$ cat src/rtl/bus_pkg.sv
// bus_pkg: shared definitions for the bus-cycle controller.
//   state_t        FSM state encoding (IDLE..RELEASE).
//   REGION_NONE    all-ones region index meaning "no region matched";
//                  consumers slice it down to their index width.
//   PROM0..SRAM1   default region base addresses for the 4-region map.
//   DEF_REGION_*   packed default map built from those bases.
package bus_pkg;

  typedef enum logic [2:0] {
    IDLE    = 3'd0,
    DECODE  = 3'd1,
    WAIT    = 3'd2,
    ACK     = 3'd3,
    BERR    = 3'd4,
    RELEASE = 3'd5
  } state_t;

  // Wide enough for the largest index field (NUM_REGIONS = 8 -> 4 bits).
  localparam logic [3:0] REGION_NONE = 4'hF;

  // Default map: each region decodes one 1 MB slot of a 24-bit space.
  localparam logic [23:0] PROM0 = 24'h000000;
  localparam logic [23:0] PROM1 = 24'h100000;
  localparam logic [23:0] SRAM0 = 24'h200000;
  localparam logic [23:0] SRAM1 = 24'h300000;

  localparam logic [23:0] SLOT_MASK = 24'hF00000;

  localparam logic [4*24-1:0] DEF_REGION_BASE = {SRAM1, SRAM0, PROM1, PROM0};
  localparam logic [4*24-1:0] DEF_REGION_MASK = {4{SLOT_MASK}};
  localparam logic [4*4-1:0]  DEF_REGION_WAIT = {4'd2, 4'd3, 4'd0, 4'd0};
  // PROMs are read-only; SRAMs are read/write.
  localparam logic [3:0]      DEF_REGION_RO   = 4'b0011;

endpackage

$ cat src/rtl/sync_edge.sv
// sync_edge: 2-flop synchroniser for an asynchronous level, plus a
// single-cycle pulse on each rising edge of the synchronised level.
//   clk   system clock
//   rst   synchronous active-high reset (all flops to 0)
//   d     asynchronous input
//   q     synchronised level (2 flops after d)
//   rise  one-cycle pulse when q goes 0 -> 1
module sync_edge (
  input  logic clk,
  input  logic rst,
  input  logic d,
  output logic q,
  output logic rise
);

  logic meta;
  logic prev;

  always_ff @(posedge clk) begin
    if (rst) begin
      meta <= 1'b0;
      q    <= 1'b0;
      prev <= 1'b0;
    end else begin
      meta <= d;
      q    <= meta;
      prev <= q;
    end
  end

  assign rise = q & ~prev;

endmodule

$ cat src/rtl/bus_cycle_controller.sv
// bus_cycle_controller: 68000-style asynchronous bus-cycle controller.
// Synchronises AS/STEP, decodes the address into one-hot chip selects,
// inserts per-region wait states, then answers with DTACK or BERR.
//   MCLK_IN        system clock
//   RESET_IN       synchronous active-high reset
//   AS_IN          address strobe (async)
//   WR_IN          1 = write cycle
//   UDS_IN/LDS_IN  data strobes
//   ADDR_IN        CPU address
//   STEPEN_IN      single-step mode enable (level)
//   STEP_IN        step request (async, rising edge counts)
//   CS             one-hot chip selects
//   OUTPUT_ENABLE  read-data enable to memories
//   DATA_ACK       DTACK
//   BUS_ERROR      BERR
//   REGION_INDEX   matched region, all-ones = none
//   BUSY           FSM not in IDLE
// All outputs are registered.
module bus_cycle_controller
  import bus_pkg::*;
#(
  parameter int ADDR_WIDTH  = 24,
  parameter int NUM_REGIONS = 4,
  parameter logic [NUM_REGIONS*ADDR_WIDTH-1:0] REGION_BASE = DEF_REGION_BASE,
  parameter logic [NUM_REGIONS*ADDR_WIDTH-1:0] REGION_MASK = DEF_REGION_MASK,
  parameter logic [NUM_REGIONS*4-1:0]          REGION_WAIT = DEF_REGION_WAIT,
  parameter logic [NUM_REGIONS-1:0]            REGION_RO   = DEF_REGION_RO,
  parameter int BERR_TIMEOUT = 64
) (
  input  logic                             MCLK_IN,
  input  logic                             RESET_IN,
  input  logic                             AS_IN,
  input  logic                             WR_IN,
  input  logic                             UDS_IN,
  input  logic                             LDS_IN,
  input  logic [ADDR_WIDTH-1:0]            ADDR_IN,
  input  logic                             STEPEN_IN,
  input  logic                             STEP_IN,
  output logic [NUM_REGIONS-1:0]           CS,
  output logic                             OUTPUT_ENABLE,
  output logic                             DATA_ACK,
  output logic                             BUS_ERROR,
  output logic [$clog2(NUM_REGIONS):0]     REGION_INDEX,
  output logic                             BUSY
);

  localparam int IDX_W = $clog2(NUM_REGIONS) + 1;
  localparam int WD_W  = $clog2(BERR_TIMEOUT);
  localparam logic [WD_W-1:0]  WD_LAST  = WD_W'(BERR_TIMEOUT - 1);
  localparam logic [IDX_W-1:0] IDX_NONE = REGION_NONE[IDX_W-1:0];

  // Synchronisers
  logic as_s, as_rise;
  logic step_s, step_rise;
  logic unused_sync;

  sync_edge u_as_sync (
    .clk (MCLK_IN), .rst (RESET_IN), .d (AS_IN),   .q (as_s),   .rise (as_rise)
  );
  sync_edge u_step_sync (
    .clk (MCLK_IN), .rst (RESET_IN), .d (STEP_IN), .q (step_s), .rise (step_rise)
  );

  // The FSM uses the AS level and only the STEP edge.
  assign unused_sync = as_rise ^ step_s;

  // Address decode: scan high to low so the lowest matching index wins.
  logic             hit;
  logic [IDX_W-1:0] hit_idx;
  logic [3:0]       hit_wait;
  logic             hit_ro;

  always_comb begin
    hit      = 1'b0;
    hit_idx  = IDX_NONE;
    hit_wait = '0;
    hit_ro   = 1'b0;
    for (int i = NUM_REGIONS - 1; i >= 0; i--) begin
      if ((ADDR_IN & REGION_MASK[i*ADDR_WIDTH +: ADDR_WIDTH]) ==
          (REGION_BASE[i*ADDR_WIDTH +: ADDR_WIDTH] & REGION_MASK[i*ADDR_WIDTH +: ADDR_WIDTH])) begin
        hit      = 1'b1;
        hit_idx  = IDX_W'(i);
        hit_wait = REGION_WAIT[i*4 +: 4];
        hit_ro   = REGION_RO[i];
      end
    end
  end

  // FSM with registered outputs
  state_t          state;
  logic [3:0]      wait_cnt;
  logic [WD_W-1:0] wd;
  logic            wd_hold;

  // Watchdog stands still once DTACK is given, and during a step hold.
  assign wd_hold = (state == ACK) && (DATA_ACK || STEPEN_IN);

  always_ff @(posedge MCLK_IN) begin
    if (RESET_IN) begin
      state         <= IDLE;
      CS            <= '0;
      OUTPUT_ENABLE <= 1'b0;
      DATA_ACK      <= 1'b0;
      BUS_ERROR     <= 1'b0;
      BUSY          <= 1'b0;
      REGION_INDEX  <= IDX_NONE;
      wait_cnt      <= '0;
      wd            <= '0;
    end else begin
      BUSY <= 1'b1;

      if (state == IDLE)
        wd <= '0;
      else if (!wd_hold && wd != WD_LAST)
        wd <= wd + 1'b1;

      case (state)
        IDLE: begin
          if (as_s) state <= DECODE;
          else      BUSY  <= 1'b0;
        end

        DECODE: begin
          REGION_INDEX <= hit_idx;
          wait_cnt     <= hit_wait;
          if (!as_s) begin
            state        <= RELEASE;
            REGION_INDEX <= IDX_NONE;
          end else if (wd == WD_LAST || !hit || (WR_IN && hit_ro)) begin
            state     <= BERR;
            BUS_ERROR <= 1'b1;
          end else begin
            CS            <= NUM_REGIONS'(1) << hit_idx;
            OUTPUT_ENABLE <= ~WR_IN & (UDS_IN | LDS_IN);
            if (hit_wait == '0) begin
              state    <= ACK;
              DATA_ACK <= ~STEPEN_IN;
            end else begin
              state <= WAIT;
            end
          end
        end

        // Leaving on count 1 means a wait of N delays DTACK by exactly N
        // cycles relative to the zero-wait case.
        WAIT: begin
          if (!as_s) begin
            state         <= RELEASE;
            CS            <= '0;
            OUTPUT_ENABLE <= 1'b0;
            REGION_INDEX  <= IDX_NONE;
          end else if (wd == WD_LAST) begin
            state         <= BERR;
            CS            <= '0;
            OUTPUT_ENABLE <= 1'b0;
            BUS_ERROR     <= 1'b1;
          end else if (wait_cnt == 4'd1) begin
            state    <= ACK;
            wait_cnt <= '0;
            DATA_ACK <= ~STEPEN_IN;
          end else begin
            wait_cnt <= wait_cnt - 1'b1;
          end
        end

        // Only step edges seen while already in ACK release the hold.
        ACK: begin
          if (!as_s) begin
            state         <= RELEASE;
            CS            <= '0;
            OUTPUT_ENABLE <= 1'b0;
            DATA_ACK      <= 1'b0;
            REGION_INDEX  <= IDX_NONE;
          end else if (!DATA_ACK && (!STEPEN_IN || step_rise)) begin
            DATA_ACK <= 1'b1;
          end
        end

        BERR: begin
          if (!as_s) begin
            state        <= RELEASE;
            BUS_ERROR    <= 1'b0;
            REGION_INDEX <= IDX_NONE;
          end
        end

        RELEASE: begin
          state <= IDLE;
          BUSY  <= 1'b0;
        end

        default: begin
          state         <= IDLE;
          CS            <= '0;
          OUTPUT_ENABLE <= 1'b0;
          DATA_ACK      <= 1'b0;
          BUS_ERROR     <= 1'b0;
          REGION_INDEX  <= IDX_NONE;
          BUSY          <= 1'b0;
        end
      endcase
    end
  end

endmodule

$ cat config.mk
export PLATFORM = sky130hd
export DESIGN_NAME = bus_cycle_controller
export DESIGN_NICKNAME = d
export VERILOG_FILES = /design/src/rtl/bus_pkg.sv /design/src/rtl/sync_edge.sv /design/src/rtl/bus_cycle_controller.sv
export SDC_FILE = /design/constraint.sdc
export NUM_CORES = 1
export LEC_CHECK = 0
export CORE_MARGIN = 2
export CORE_UTILIZATION = 47
export CTS_CLUSTER_DIAMETER = 30
export CTS_CLUSTER_SIZE = 14
export DETAILED_ROUTE_END_ITERATION = 6
export PLACE_DENSITY = 0.78
export RECOVER_POWER = 100
export SLEW_MARGIN = 0
export SYNTH_ARGS = -nofsm -noshare
export SYNTH_HDL_FRONTEND = slang
export SYNTH_SLANG_ARGS = --single-unit
$ cat constraint.sdc
create_clock -name MCLK_IN -period 2.6 [get_ports MCLK_IN]
set_clock_uncertainty 0.1 [all_clocks]
set_input_delay 0.78 -clock MCLK_IN [delete_from_list [all_inputs] [get_ports MCLK_IN]]
set_output_delay 0.78 -clock MCLK_IN [all_outputs]
set_load 0.05 [all_outputs]
==> run metrics <==
status complete, no violations; Die H 61.64 µm; pin count of the biggest net entering global routing 22; Synth area leaders dfxtp_1 (37%), nor2_1 (4.3%), a21oi_1 (3.8%), nand2_1 (3.4%), o21ai_0 (2.6%); WL per Instance about 15 µm; number of remaining DRC errors 0; Post-CTS Setup Bufs 0; synthesized netlist cell count roughly 180; clk_lat worst skew approximately 0.33 ns; # port buffers 22; number of synthesized register bits 29; largest area contributor in the netlist dfxtp_1; kind of cell adding the most delay to the critical path buffers and inverters; initial antenna violation count 0; total track usage 0.2155; GRT overflow 0; IO Count 43; layout cells sized above 1 0.1469; fill count 294; final hold slack 0.3508 ns; TritonCTS Buffers 5; Hold Fails Final Rpt 0; Post-synth top flop dfxtp_1; first-pass GRT wire length between 5000 and 6000 µm; Starting Density 0.5032; worst-path cell chain dlygate4sd3_1; DRT Wirelength 3751 µm; HP Class register to register; P per Cell Area 453.9 nW/µm²; count of unique library cells instantiated by Yosys 49; Worst IR Drop VDD ~0.00039 V; most instantiated cells after synthesis dfxtp_1 (29), nor2_1 (18), nand2_1 (14), a21oi_1 (12), o21ai_0 (8); Reg clk slew, reported paths 0.10 ns; Slew Limit Fails 0; Seq/Total Area, Yosys 0.3718; Critical Path Source DATA_ACK; ant diodes 0; Mean Syn Cell Area 8.772 µm²; post-cts sizing count 0; row count 20; RSZ-0062 raised after global routing no; slowest CP cell dlygate4sd3_1; Max Fclk 402.5 MHz; Leak between 0.6 and 0.7 nW; clk buf depth 2; CTS tree yes; DR iter-0 viols 153; fin nets 245; DIE WIDTH 61.64 µm; core area ~3100 µm²; vias in the first global route 1316; critical path capture point type output pin; top-count cell post-synth dfxtp_1; EDFF count, synth 0; Via density 5.765; Final period util 0.9556; register area 580.6 µm²; worst-path fanout max 5; crit start category register; syn nets 213; synthesized area between 1500 and 2000 µm²; fin crit period 2.484 ns; slowest cell delay on critical path approximately 0.89 ns; Slew @ Worst Pin around 0.79 ns; fin worst setup slack 0.1156 ns; Worst Path Arrival 1.60 ns; H-tree lvl count 2; Multi-input gate area a little under 900 µm²; CTS Hold Bufs 0; path type of the worst setup path register to output pin; DR vias ~1500; CTS Sinks 29; Place WS -0.2167 ns; relative slew slack 0.4705; Die ar. 3799 µm²; RD Place Congestion 0.9062; Worst Path Buf+Inv 1; r2r startpoint state[1]; Max-Cap Viols 0; fraction of registers with async set/reset 0; Setup-failing EPs final 0; Pre-antenna DRT Iters 4; Final ANT Viol Nets 0; DPL Wire Length 2837 µm; Min-Delay Startpoint u_as_sync.meta; Syn. warnings 0; post-synth top area share 0.3718; CP required 1.72 ns; root buf cell clkbuf_4; area grow syn2layout 21.39%
==> path summary, 6_finish.rpt <==
check	end	slack, ns	cells after the start
worst min register to register	u_as_sync.q	0.35	1
worst min-delay path	u_as_sync.q	0.35	1
worst max register to register	wait_cnt[0]	0.31	5
worst max-delay path	DATA_ACK	0.12	1
==> layer usage <==
layer | track usage | wire (µm)
met1 | 0.2628 | 1574
met2 | 0.3579 | 1844
met3 | 0.06303 | 282
met4 | 0.08207 | 48
met5 | 0 | 0
==> final cells by class <==
| cell class | instances | share of cell area |
|---|---|---|
| clock buffer | 5 | 0.01980 |
| sequential | 29 | 0.3063 |
| inverter | 6 | 0.01188 |
| clock inverter | 3 | 0.009241 |
| tap | 44 | 0.02904 |
| timing repair buffer | 35 | 0.1617 |
| multi-input combinational | 133 | 0.4620 |
==> cells in the final DEF (no fill, tap or decap), types with 6 or more instances in the layout <==
master / Yosys / layout
dlygate4sd3_1: 0 / 12
clkdlybuf4s50_1: 0 / 10
nor2b_1: 6 / 6
nor2_1: 18 / 18
nand2_1: 14 / 14
nor3_1: 6 / 6
a21oi_1: 12 / 12
dfxtp_1: 29 / 29
buf_4: 2 / 10
o21ai_0: 8 / 8
==> registers in the layout, indices dropped and copies added (netlist names), 3 cells and up <==
register and count:
CS 4, REGION_INDEX 3, state 3, wait_cnt 4, wd 6
==> metrics by stage <==
step / cell area [µm²] / util / cells / setup TNS, ns / total power [mW]
after CTS: 1907 / 0.6145 / 255 / 0 / 0.8667
after floorplan: 1562 / - / 178 / 0 / 0.5606
after detailed placement: 1852 / 0.5968 / 247 / -0.5815 / 0.6054
final: 1896 / 0.6109 / 255 / 0 / 0.8603
after global routing: 1896 / 0.6109 / 255 / 0 / 0.9023
after global placement: 1852 / 0.5968 / 247 / -0.4005 / 0.6002
==> report_power, final <==
part	switching [mW]	total, mW	internal, mW
logic	0.0682	0.127	0.0589
clock network	0.164	0.266	0.102
registers	0.0121	0.467	0.455
total	0.244	0.860	0.616
==> cell families (layout without fill, tap and decap cells) <==
group,Yosys count,in the layout,share of synthesized area
XOR/XNOR,6,6,0.03366
buffers and inverters,16,49,0.06730
multiplexers,1,1,0.006411
adder cells (fa/ha/maj),3,3,0.02404
AND/OR/NAND/NOR,76,76,0.2837
AO/OA/AOI/OAI,47,47,0.2131
flip-flops,29,29,0.3718
No activity file was read; power rests on OpenSTA's default activity.
